## src/rtl/sync_search_ctrl.sv

```systemverilog
// rtl/sync_search_ctrl.sv - acquisition/tracking sequencer for the sync-measurement block
//
// Purpose:
//    Steps through LLR-former phase rotations and depuncturer states while
//    searching for sync. Lock needs a run of good measurement periods, and
//    loss needs a run of bad ones. The period after every hypothesis change
//    is blanked because its measurement window straddled the change.
//
// Ports:
//    clk, reset_n        clock, asynchronous active-low reset
//    i_enable            search/track enable (level); low forces IDLE
//    i_num_phases        phase rotation count (0 acts as 1)
//    i_num_deperf        depuncturer state count (0 acts as 1)
//    i_confirm_cnt       good periods needed to lock (0 acts as 1)
//    i_loss_cnt          bad periods needed to drop lock (0 acts as 1)
//    i_period_stb        end-of-period strobe
//    i_period_good       period verdict, valid with i_period_stb
//    o_next_phase        pulse: rotate LLR-former phase
//    o_deperf_next_st    pulse: advance depuncturer state
//    o_llr_reset         pulse: return LLR former/depuncturer to state 0
//    o_is_sync           lock flag
//    o_sync_lost         pulse: lock dropped
//    o_search_wrap       pulse: full phase x depuncturer sweep completed
//    o_phase_idx         current phase hypothesis
//    o_deperf_idx        current depuncturer hypothesis
//    o_state             IDLE=0 SEARCH=1 BLANK=2 VERIFY=3 LOCKED=4
module sync_search_ctrl #(
   parameter int PH_W  = 2,
   parameter int DP_W  = 3,
   parameter int CNT_W = 4
) (
   input  logic             clk,
   input  logic             reset_n,
   input  logic             i_enable,
   input  logic [PH_W-1:0]  i_num_phases,
   input  logic [DP_W-1:0]  i_num_deperf,
   input  logic [CNT_W-1:0] i_confirm_cnt,
   input  logic [CNT_W-1:0] i_loss_cnt,
   input  logic             i_period_stb,
   input  logic             i_period_good,
   output logic             o_next_phase,
   output logic             o_deperf_next_st,
   output logic             o_llr_reset,
   output logic             o_is_sync,
   output logic             o_sync_lost,
   output logic             o_search_wrap,
   output logic [PH_W-1:0]  o_phase_idx,
   output logic [DP_W-1:0]  o_deperf_idx,
   output logic [2:0]       o_state
);

   typedef enum logic [2:0] {
      IDLE   = 3'd0,
      SEARCH = 3'd1,
      BLANK  = 3'd2,
      VERIFY = 3'd3,
      LOCKED = 3'd4
   } state_t;

   state_t           state, state_nxt;
   logic [CNT_W-1:0] good_cnt, good_nxt, good_inc;
   logic [CNT_W-1:0] miss_cnt, miss_nxt, miss_inc;
   logic [PH_W-1:0]  phase_nxt, st_phase;
   logic [DP_W-1:0]  deperf_nxt, st_deperf;
   logic             st_np, st_dp, st_wrap;
   logic             do_step, loss_evt;
   logic             np_nxt, dp_nxt, llr_nxt, lost_nxt, wrap_nxt, sync_nxt;

   // Zero-valued configuration is treated as one.
   logic [PH_W-1:0]  n_ph;
   logic [DP_W-1:0]  n_dp;
   logic [CNT_W-1:0] conf_eff, loss_eff;

   assign n_ph     = (i_num_phases  == '0) ? PH_W'(1)  : i_num_phases;
   assign n_dp     = (i_num_deperf  == '0) ? DP_W'(1)  : i_num_deperf;
   assign conf_eff = (i_confirm_cnt == '0) ? CNT_W'(1) : i_confirm_cnt;
   assign loss_eff = (i_loss_cnt    == '0) ? CNT_W'(1) : i_loss_cnt;

   // Saturating increments: counters stick at all-ones.
   assign good_inc = (good_cnt == '1) ? good_cnt : good_cnt + CNT_W'(1);
   assign miss_inc = (miss_cnt == '1) ? miss_cnt : miss_cnt + CNT_W'(1);

   // STEP candidate, always computed from the current hypothesis. An index
   // left out of range by a config change falls into the carry/reset path.
   always_comb begin
      st_phase  = o_phase_idx;
      st_deperf = o_deperf_idx;
      st_np     = 1'b0;
      st_dp     = 1'b0;
      st_wrap   = 1'b0;
      if (o_phase_idx < n_ph - PH_W'(1)) begin
         st_phase = o_phase_idx + PH_W'(1);
         st_np    = 1'b1;
         if (o_deperf_idx >= n_dp) begin
            st_deperf = '0;
         end
      end else begin
         st_phase = '0;
         st_dp    = 1'b1;
         if (o_deperf_idx < n_dp - DP_W'(1)) begin
            st_deperf = o_deperf_idx + DP_W'(1);
         end else begin
            st_deperf = '0;
            st_wrap   = 1'b1;
         end
      end
   end

   // Next-state logic.
   always_comb begin
      state_nxt = state;
      good_nxt  = good_cnt;
      miss_nxt  = miss_cnt;
      do_step   = 1'b0;
      loss_evt  = 1'b0;
      if (!i_enable) begin
         state_nxt = IDLE;
         good_nxt  = '0;
         miss_nxt  = '0;
      end else begin
         case (state)
            IDLE: state_nxt = SEARCH;
            SEARCH: begin
               if (i_period_stb) begin
                  if (i_period_good) begin
                     good_nxt  = CNT_W'(1);
                     state_nxt = (conf_eff <= CNT_W'(1)) ? LOCKED : VERIFY;
                  end else begin
                     do_step = 1'b1;
                  end
               end
            end
            // The strobe following a change is discarded.
            BLANK: begin
               if (i_period_stb) begin
                  state_nxt = SEARCH;
               end
            end
            VERIFY: begin
               if (i_period_stb) begin
                  if (i_period_good) begin
                     good_nxt = good_inc;
                     if (good_inc >= conf_eff) begin
                        state_nxt = LOCKED;
                     end
                  end else begin
                     good_nxt = '0;
                     do_step  = 1'b1;
                  end
               end
            end
            LOCKED: begin
               if (i_period_stb) begin
                  if (i_period_good) begin
                     miss_nxt = '0;
                  end else if (miss_inc >= loss_eff) begin
                     miss_nxt = '0;
                     loss_evt = 1'b1;
                     do_step  = 1'b1;
                  end else begin
                     miss_nxt = miss_inc;
                  end
               end
            end
            default: state_nxt = IDLE;
         endcase
         if (do_step) begin
            state_nxt = BLANK;
         end
      end
      phase_nxt  = !i_enable ? '0 : (do_step ? st_phase  : o_phase_idx);
      deperf_nxt = !i_enable ? '0 : (do_step ? st_deperf : o_deperf_idx);
   end

   // Output logic (values registered on the next edge).
   always_comb begin
      np_nxt   = do_step & st_np;
      dp_nxt   = do_step & st_dp;
      wrap_nxt = do_step & st_wrap;
      lost_nxt = loss_evt;
      llr_nxt  = i_enable && (state == IDLE);
      sync_nxt = (state_nxt == LOCKED);
   end

   // State and output registers.
   always_ff @(posedge clk or negedge reset_n) begin
      if (!reset_n) begin
         state            <= IDLE;
         good_cnt         <= '0;
         miss_cnt         <= '0;
         o_phase_idx      <= '0;
         o_deperf_idx     <= '0;
         o_next_phase     <= 1'b0;
         o_deperf_next_st <= 1'b0;
         o_llr_reset      <= 1'b0;
         o_is_sync        <= 1'b0;
         o_sync_lost      <= 1'b0;
         o_search_wrap    <= 1'b0;
      end else begin
         state            <= state_nxt;
         good_cnt         <= good_nxt;
         miss_cnt         <= miss_nxt;
         o_phase_idx      <= phase_nxt;
         o_deperf_idx     <= deperf_nxt;
         o_next_phase     <= np_nxt;
         o_deperf_next_st <= dp_nxt;
         o_llr_reset      <= llr_nxt;
         o_is_sync        <= sync_nxt;
         o_sync_lost      <= lost_nxt;
         o_search_wrap    <= wrap_nxt;
      end
   end

   assign o_state = state;

endmodule
```

## config.mk

```make
export PLATFORM = sky130hd
export DESIGN_NAME = sync_search_ctrl
export DESIGN_NICKNAME = d
export VERILOG_FILES = /design/src/rtl/sync_search_ctrl.sv
export SDC_FILE = /design/constraint.sdc
export NUM_CORES = 1
export LEC_CHECK = 0
export CAP_MARGIN = 20
export CORE_ASPECT_RATIO = 0.9
export CORE_UTILIZATION = 40
export CTS_CLUSTER_DIAMETER = 120
export DETAILED_ROUTE_END_ITERATION = 10
export GPL_ROUTABILITY_DRIVEN = 1
export GPL_TIMING_DRIVEN = 1
export SYNTH_ARGS = -nofsm -noshare
export SYNTH_HDL_FRONTEND = slang
export SYNTH_SLANG_ARGS = --single-unit
```

## constraint.sdc

```tcl
create_clock -name clk -period 3.24 [get_ports clk]
set_input_delay 0.648 -clock clk [delete_from_list [all_inputs] [get_ports clk]]
set_output_delay 0.648 -clock clk [all_outputs]
set_load 0.01 [all_outputs]
```

==> impl_metrics.prom, run 1 <==
# TYPE chip_impl_metric gauge
chip_impl_info{name="run_status",value="complete, no violations"} 1
chip_impl_metric{name="routabilityCongestion",unit=""} 0.8007
chip_impl_info{name="cpMostUsedCell",value="ha_1"} 1
chip_impl_metric{name="combinationalPowerShare",unit="%"} 21.3
chip_impl_metric{name="cts.path.max_buffers",unit=""} 2
chip_impl_info{name="reg2reg_to",value="o_deperf_idx[2]"} 1
chip_impl_metric{name="slew-limit-headroom",unit="%"} 72.27
chip_impl_metric{name="pre_cts_slack",unit="ps"} 256.1
chip_impl_info{name="crit_path_class",value="register to register"} 1
chip_impl_metric{name="ys_ff_latch",unit=""} 22
chip_impl_metric{name="post_cts.resized_instances",unit=""} 0
chip_impl_metric{name="timing.critical_path.required",unit="ps"} 3420
chip_impl_metric{name="finalSetupViolations",unit=""} 0
chip_impl_metric{name="grt_first_pass_wirelength",unit="um"} 5651
chip_impl_metric{name="pin_count_of_the_biggest_net_entering_global_routing",unit=""} 23
chip_impl_metric{name="grt.total_usage",unit="%"} 17.91
chip_impl_metric{name="nNetsFinal",unit=""} 244
chip_impl_metric{name="power_switching_share",unit="%"} 26.01
chip_impl_metric{name="p_sw",unit="uW"} 185.5
chip_impl_metric{name="grt_remaining_overflow",unit=""} 0
chip_impl_metric{name="drive_gt1_share",unit="%"} 7.282
chip_impl_metric{name="post_drt_antenna_nets",unit=""} 0
chip_impl_metric{name="antenna_found_initial",unit=""} 0
chip_impl_metric{name="finalHoldViolCount",unit=""} 0
chip_impl_info{name="synth.area.top_cells",value="dfrtp_1, ha_1, nor2_1"} 1
chip_impl_metric{name="synth-edff-count",unit=""} 0
chip_impl_metric{name="cts.clk_slew.worst_paths",unit="ps"} 90
chip_impl_metric{name="worst-path-buf-inv",unit=""} 0
chip_impl_metric{name="numCtsBuffers",unit=""} 3
chip_impl_metric{name="worstMarginPinSlew",unit="ps"} 414.7
chip_impl_metric{name="synth_async_sr_flop_share",unit="%"} 100.0
chip_impl_metric{name="fin_worst_hold_slack",unit="ps"} 568.7
chip_impl_metric{name="r2r.worst_path.cells",unit=""} 9
chip_impl_metric{name="remaining_drc_errors",unit=""} 0
chip_impl_metric{name="io_pins",unit=""} 32
chip_impl_metric{name="wl_met3",unit="um"} 143
chip_impl_metric{name="yosysWarnings",unit=""} 0
chip_impl_metric{name="synth.cell_area",unit="um^2"} 1594
chip_impl_metric{name="initialDrtViolationCount",unit=""} 39
chip_impl_metric{name="worst_ep_arrival_time",unit="ps"} 3010
chip_impl_info{name="critical_path.reg2reg.startpoint",value="miss_cnt[0]"} 1
chip_impl_info{name="cpMaxStageDelayCell",value="dfrtp_1"} 1
chip_impl_metric{name="first_global_vias",unit=""} 1262
chip_impl_metric{name="multiInputGateArea",unit="um^2"} 963.4
chip_impl_metric{name="seq_area_frac_synth",unit="%"} 34.54
chip_impl_metric{name="wirelength",unit="um"} 3416
chip_impl_info{name="cts_tree",value="built"} 1
chip_impl_metric{name="pwr-share-seq",unit="%"} 42.2
chip_impl_metric{name="dpl_cell_area",unit="um^2"} 1946
chip_impl_metric{name="setup-tns-final",unit="ps"} 0
chip_impl_info{name="critPathTopFamily",value="compound AO/OA/AOI/OAI gates"} 1
chip_impl_metric{name="postCtsHoldBufs",unit=""} 0
chip_impl_metric{name="cp_max_fo",unit=""} 7
chip_impl_metric{name="register_area",unit="um^2"} 550.5
chip_impl_metric{name="drt-pass1-iter-count",unit=""} 6
chip_impl_metric{name="post_synthesis_mean_instance_area",unit="um^2"} 9.214
chip_impl_metric{name="cts.repair_timing.setup_buffer_count",unit=""} 0
chip_impl_metric{name="intPower",unit="uW"} 527.8
chip_impl_metric{name="period_needed",unit="ps"} 2833
chip_impl_metric{name="area.growth.synth_to_final",unit="%"} 27.47
chip_impl_info{name="crit_path_cell_trace",value="ha_1 > nand3_1 > mux2_2 > ha_1 > o211ai_1 > o21ai_1 > a211oi_4 > a21oi_2 > o221ai_1"} 1
chip_impl_metric{name="hpwl",unit="um"} 2639
chip_impl_metric{name="htreeDepth",unit=""} 1
chip_impl_metric{name="num_vias",unit=""} 1357
chip_impl_metric{name="placed_cells",unit=""} 247
chip_impl_metric{name="rrSetupSlack",unit="ps"} 410
chip_impl_metric{name="power_frac_clock",unit="%"} 36.5
chip_impl_metric{name="drt-met1-wl",unit="um"} 1720
chip_impl_metric{name="clkLatencyLatePin",unit="ps"} 260
chip_impl_metric{name="critical_path.max_stage_delay",unit="ps"} 450
chip_impl_metric{name="cap_viol_max_count",unit=""} 0
chip_impl_metric{name="fin_area",unit="um^2"} 2032
chip_impl_metric{name="die_w",unit="um"} 68.54
chip_impl_metric{name="vias_per_cell",unit=""} 5.385
chip_impl_info{name="worstHoldPathType",value="primary input to async pin"} 1
chip_impl_metric{name="layout_setup_ws",unit="ps"} 407.1
chip_impl_metric{name="syn-instance-count",unit=""} 173
chip_impl_metric{name="floorplan.rows",unit=""} 21
chip_impl_metric{name="leakage",unit="uW"} 0.0009858
chip_impl_metric{name="die_area",unit="um^2"} 4242
chip_impl_info{name="worstSetupStartpointType",value="register"} 1
chip_impl_metric{name="antenna-diode-count",unit=""} 0
chip_impl_metric{name="cts_sinks",unit=""} 22
chip_impl_metric{name="synthDistinctLibCells",unit=""} 47
chip_impl_info{name="critPathCaptureType",value="register"} 1
chip_impl_metric{name="finalNonFillerCells",unit=""} 252
chip_impl_metric{name="wl_met2",unit="um"} 1532
chip_impl_metric{name="place.port_buffers",unit=""} 31
chip_impl_metric{name="max_clock_freq",unit="MHz"} 353.0
chip_impl_metric{name="net_count_synth",unit=""} 210
chip_impl_info{name="clockRootBuffer",value="clkbuf_8"} 1
chip_impl_info{name="highest_routing_layer_actually_used",value="met4"} 1
chip_impl_metric{name="floorplan.die.height",unit="um"} 61.89
chip_impl_metric{name="post-route-period-util",unit="%"} 87.44
chip_impl_metric{name="finalClockSkew",unit="ps"} 6.682
chip_impl_metric{name="initial_cell_density_of_the_core",unit="%"} 42.42
chip_impl_info{name="synth.largest_area_cell",value="dfrtp_1"} 1
chip_impl_info{name="dominantRegCellSynth",value="dfrtp_1"} 1
chip_impl_metric{name="pwr_cell_area",unit="nW/um^2"} 351.0
chip_impl_metric{name="irDropWorstVdd",unit="uV"} 274.7
chip_impl_metric{name="wire_per_inst",unit="um"} 13.56
chip_impl_metric{name="drv_slew",unit=""} 0
chip_impl_info{name="rsz0062_at_grt",value="false"} 1
chip_impl_metric{name="synth.top_cell.area_share",unit="%"} 34.54
chip_impl_metric{name="n_fill_cell",unit=""} 341
chip_impl_metric{name="core-area",unit="um^2"} 3757
==> kinds of logic after synthesis <==
family	share of synthesized area [%]
simple gates	22.69
compound gates	16.64
flops	34.54
buf+inv	5.023
fa+ha+maj	14.91
mux	4.553
xor+xnor	1.649
==> through the flow <==
stage,total power (uW),utilization (%)
6_report,713.3,54.08
5_1_grt,752.5,54.08
4_1_cts,717.7,53.68
3_5_place_dp,456.7,51.78
3_3_place_gp,450.9,51.78
2_1_floorplan,388.7,-
==> cell usage after synthesis, types with 3 or more instances <==
cell type	instances
a21oi_1	6
a22o_1	3
a31oi_1	3
and3_1	5
dfrtp_1	22
ha_1	19
inv_1	16
mux2i_1	5
nand2_1	10
nand3_1	11
nor2_1	17
nor3b_1	5
o21ai_0	4
o21ai_1	4
o31ai_1	3
xnor2_1	3
==> placed cells by master (no fill, tap or decap), drive strengths merged, types with 2 or more instances in the layout <==
cell,Yosys,layout
nor3b,5,5
nor2,17,17
nand4b,2,2
nand3,11,11
and3,5,5
o21ai,8,8
mux2i,5,5
nor2b,3,3
a21o,2,2
clkbuf,1,3
a21oi,7,7
mux2,2,2
o211ai,3,3
inv,17,17
dfrtp,22,22
nand2,10,10
clkdlybuf4s50,0,31
nor3,2,2
ha,19,19
a22o,3,3
a31oi,3,3
xnor2,3,3
o31ai,3,3
==> registers in the layout, indices dropped and copies added, names as in the netlist <==
name	count
good_cnt	4
miss_cnt	4
o_deperf_idx	3
o_state	3
o_phase_idx	2
o_deperf_next_st	1
o_is_sync	1
o_llr_reset	1
o_next_phase	1
o_search_wrap	1
o_sync_lost	1
==> final cells by class <==
type,count,share of cell area [%]
inverter,17,3.140
tap,46,2.833
clock buffer,3,2.032
timing repair buffer,32,16.01
sequential,22,27.09
multi-input combinational,131,47.41
clock inverter,1,1.478
==> worst max-delay path by stage <==
stage | startpoint | cells after the start | slack (ps) | endpoint
detailed placement | i_loss_cnt[2] | 9 | 260 | o_deperf_idx[2]
global route | miss_cnt[0] | 9 | 220 | o_deperf_idx[2]
floorplan | miss_cnt[0] | 9 | 730 | o_phase_idx[0]
global placement | i_loss_cnt[2] | 9 | 400 | o_phase_idx[0]
CTS | miss_cnt[0] | 9 | 410 | o_deperf_idx[2]
finish | miss_cnt[0] | 9 | 410 | o_deperf_idx[2]
==> worst reg2reg max path, cell delays in order (launching register included) <==
cell and delay, ps:
dfrtp_1 450, ha_1 260, nand3_1 190, mux2_2 390
ha_1 310, o211ai_1 230, o21ai_1 170, a211oi_4 440
a21oi_2 110, o221ai_1 200
==> metal layers <==
layer	up-vias	track usage [%]
met4	0	3.571
met2	27	28.29
met3	2	4.015
li1	696	-
met1	632	25.14
met5	-	0
==> power by group through the flow <==
stage          Combinational, uW  Clock [uW]  Sequential, uW
2_1_floorplan               80.9           0             308
3_3_place_gp                 146           0             305
3_5_place_dp                 150           0             307
4_1_cts                      151         265             301
5_1_grt                      173         276             304
6_report                     152         260             301
No activity file was read; power rests on OpenSTA's default activity.
==> inputs of run 2 (changes only) <==
CORE_UTILIZATION = 51   (was 40)
PLACE_DENSITY = 0.79   (was unset)
==> impl_metrics.prom, run 2 (same netlist as run 1, synthesis figures left out) <==
# TYPE chip_impl_metric gauge
chip_impl_metric{name="slew-limit-headroom",unit="%"} 71.29
chip_impl_metric{name="multiInputGateArea",unit="um^2"} 963.4
chip_impl_metric{name="hpwl",unit="um"} 2645
chip_impl_metric{name="n_fill_cell",unit=""} 220
chip_impl_info{name="cts_tree",value="built"} 1
chip_impl_metric{name="floorplan.die.height",unit="um"} 55.04
chip_impl_metric{name="rrSetupSlack",unit="ps"} 450
chip_impl_metric{name="cts.path.max_buffers",unit=""} 2
chip_impl_metric{name="drt-pass1-iter-count",unit=""} 4
chip_impl_metric{name="pin_count_of_the_biggest_net_entering_global_routing",unit=""} 23
chip_impl_metric{name="wirelength",unit="um"} 3261
chip_impl_metric{name="cts.clk_slew.worst_paths",unit="ps"} 120
chip_impl_metric{name="floorplan.rows",unit=""} 18
chip_impl_metric{name="die_w",unit="um"} 60.93
chip_impl_metric{name="drive_gt1_share",unit="%"} 7.282
chip_impl_metric{name="pre_cts_slack",unit="ps"} 305.9
chip_impl_metric{name="final_core_utilization",unit="%"} 69.99
chip_impl_metric{name="pwr_cell_area",unit="nW/um^2"} 304.3
chip_impl_metric{name="core-area",unit="um^2"} 2860
chip_impl_metric{name="num_vias",unit=""} 1374
chip_impl_info{name="critical_path.reg2reg.startpoint",value="miss_cnt[0]"} 1
chip_impl_info{name="worstHoldPathType",value="primary input to async pin"} 1
chip_impl_metric{name="io_pins",unit=""} 32
chip_impl_metric{name="post-route-period-util",unit="%"} 86.08
chip_impl_metric{name="nNetsFinal",unit=""} 244
chip_impl_metric{name="worst_ep_arrival_time",unit="ps"} 3030
chip_impl_info{name="rsz0062_at_grt",value="false"} 1
chip_impl_info{name="reg_top3",value="good_cnt: 4 flops, miss_cnt: 4 flops"} 1
chip_impl_metric{name="htreeDepth",unit=""} 1
chip_impl_metric{name="antenna-diode-count",unit=""} 0
chip_impl_metric{name="die_area",unit="um^2"} 3353
chip_impl_metric{name="finalHoldViolCount",unit=""} 0
chip_impl_metric{name="cap_viol_max_count",unit=""} 0
chip_impl_metric{name="setup-tns-final",unit="ps"} 0
chip_impl_metric{name="irDropWorstVdd",unit="uV"} 294.1
chip_impl_metric{name="first_global_vias",unit=""} 1375
chip_impl_metric{name="clkLatencyLatePin",unit="ps"} 320
chip_impl_metric{name="grt.total_usage",unit="%"} 23.37
chip_impl_metric{name="routabilityCongestion",unit=""} 0.7935
chip_impl_metric{name="place.port_buffers",unit=""} 31
chip_impl_metric{name="antenna_found_initial",unit=""} 0
chip_impl_info{name="clockRootBuffer",value="clkbuf_4"} 1
chip_impl_metric{name="cp_max_fo",unit=""} 7
chip_impl_metric{name="layout_setup_ws",unit="ps"} 450.9
chip_impl_info{name="reg2reg_to",value="o_deperf_idx[2]"} 1
chip_impl_info{name="run_status",value="complete, no violations"} 1
chip_impl_metric{name="grt_remaining_overflow",unit=""} 0
chip_impl_metric{name="area.growth.synth_to_final",unit="%"} 25.59
chip_impl_metric{name="cts.repair_timing.setup_buffer_count",unit=""} 0
chip_impl_info{name="worstSetupStartpointType",value="register"} 1
chip_impl_metric{name="post_cts.resized_instances",unit=""} 0
chip_impl_metric{name="report.power.total",unit="uW"} 609.3
chip_impl_metric{name="post_drt_antenna_nets",unit=""} 0
chip_impl_metric{name="grt_first_pass_wirelength",unit="um"} 5664
chip_impl_metric{name="cts_sinks",unit=""} 22
chip_impl_metric{name="vias_per_cell",unit=""} 5.585
chip_impl_info{name="crit_path_class",value="register to register"} 1
chip_impl_metric{name="register_area",unit="um^2"} 550.5
chip_impl_metric{name="initialDrtViolationCount",unit=""} 41
chip_impl_metric{name="numCtsBuffers",unit=""} 3
chip_impl_metric{name="finalClockSkew",unit="ps"} 4.095
chip_impl_info{name="layout.cells.most_common_list",value="clkdlybuf4s50_1, dfrtp_1, ha_1"} 1
chip_impl_metric{name="remaining_drc_errors",unit=""} 0
chip_impl_metric{name="timing.critical_path.required",unit="ps"} 3480
chip_impl_info{name="most_common_cell_after_layout_fill_and_taps_aside",value="clkdlybuf4s50_1"} 1
chip_impl_metric{name="worstMarginPinSlew",unit="ps"} 429.3
chip_impl_metric{name="max_clock_freq",unit="MHz"} 358.5
chip_impl_metric{name="period_needed",unit="ps"} 2789
chip_impl_metric{name="r2r.worst_path.cells",unit=""} 9
chip_impl_metric{name="wire_per_inst",unit="um"} 13.26
chip_impl_metric{name="initial_cell_density_of_the_core",unit="%"} 55.73
chip_impl_metric{name="postCtsHoldBufs",unit=""} 0
chip_impl_metric{name="drv_slew",unit=""} 0
chip_impl_metric{name="finalSetupViolations",unit=""} 0
chip_impl_metric{name="fin_worst_hold_slack",unit="ps"} 516.1
chip_impl_info{name="critPathCaptureType",value="register"} 1
chip_impl_metric{name="leakage",unit="uW"} 0.0009763
[run 2: cell types whose count changed in the layout (fill, tap and decap cells not counted)]
cell       delta
buf_16        +1
buf_8         -1
bufinv_16     -1
clkbuf_4      +3
clkbuf_8      -2
[run 2: power by group]
| part | switching [uW] | total, uW | internal (uW) |
|---|---|---|---|
| combinational | 74.3 | 153 | 78.6 |
| sequential | 15.2 | 301 | 286 |
| clock | 86.7 | 156 | 68.8 |
| total | 176 | 609 | 433 |
[run 2: worst max path at each step]
| stage | start | to | slack (ps) | depth (start not counted) |
|---|---|---|---|---|
| 2_1_floorplan | miss_cnt[0] | o_phase_idx[0] | 730 | 9 |
| 5_1_grt | miss_cnt[0] | o_deperf_idx[2] | 210 | 9 |
| 6_report | miss_cnt[0] | o_deperf_idx[2] | 450 | 9 |
| 3_5_place_dp | i_num_deperf[2] | o_deperf_idx[2] | 310 | 11 |
| 3_3_place_gp | i_loss_cnt[2] | o_deperf_idx[2] | 400 | 9 |
| 4_1_cts | miss_cnt[0] | o_deperf_idx[2] | 430 | 9 |
[run 2: layout make-up]
cell class | count | share of cell area [%]
clock buffers | 4 | 1.812
inverters | 17 | 3.188
multi-input cells | 131 | 48.12
flip-flops and latches | 22 | 27.50
well taps | 40 | 2.500
repair buffers | 32 | 16.88
[run 2: layer usage]
metal  up-vias  routed length, um  GRT usage [%]
li1        689                  -              -
met1       649               1486          26.87
met2        29               1584          43.22
met3         7                127          5.116
met4         0                 62          7.955
met5         -                  0              0
[run 2: through the flow]
step,cell area [um^2],instances
global route,2002,246
detailed placement,1938,241
CTS,1974,245
finish,2002,246
global placement,1938,241
floorplan,1594,173
[run 2: worst max-delay path, cell delays in order (launching register included)]
cell      delay, ps
dfrtp_1         450
ha_1            260
nand3_1         190
mux2_2          390
ha_1            290
o211ai_1        240
o21ai_1         170
a211oi_4        410
a21oi_2         100
o221ai_1        190
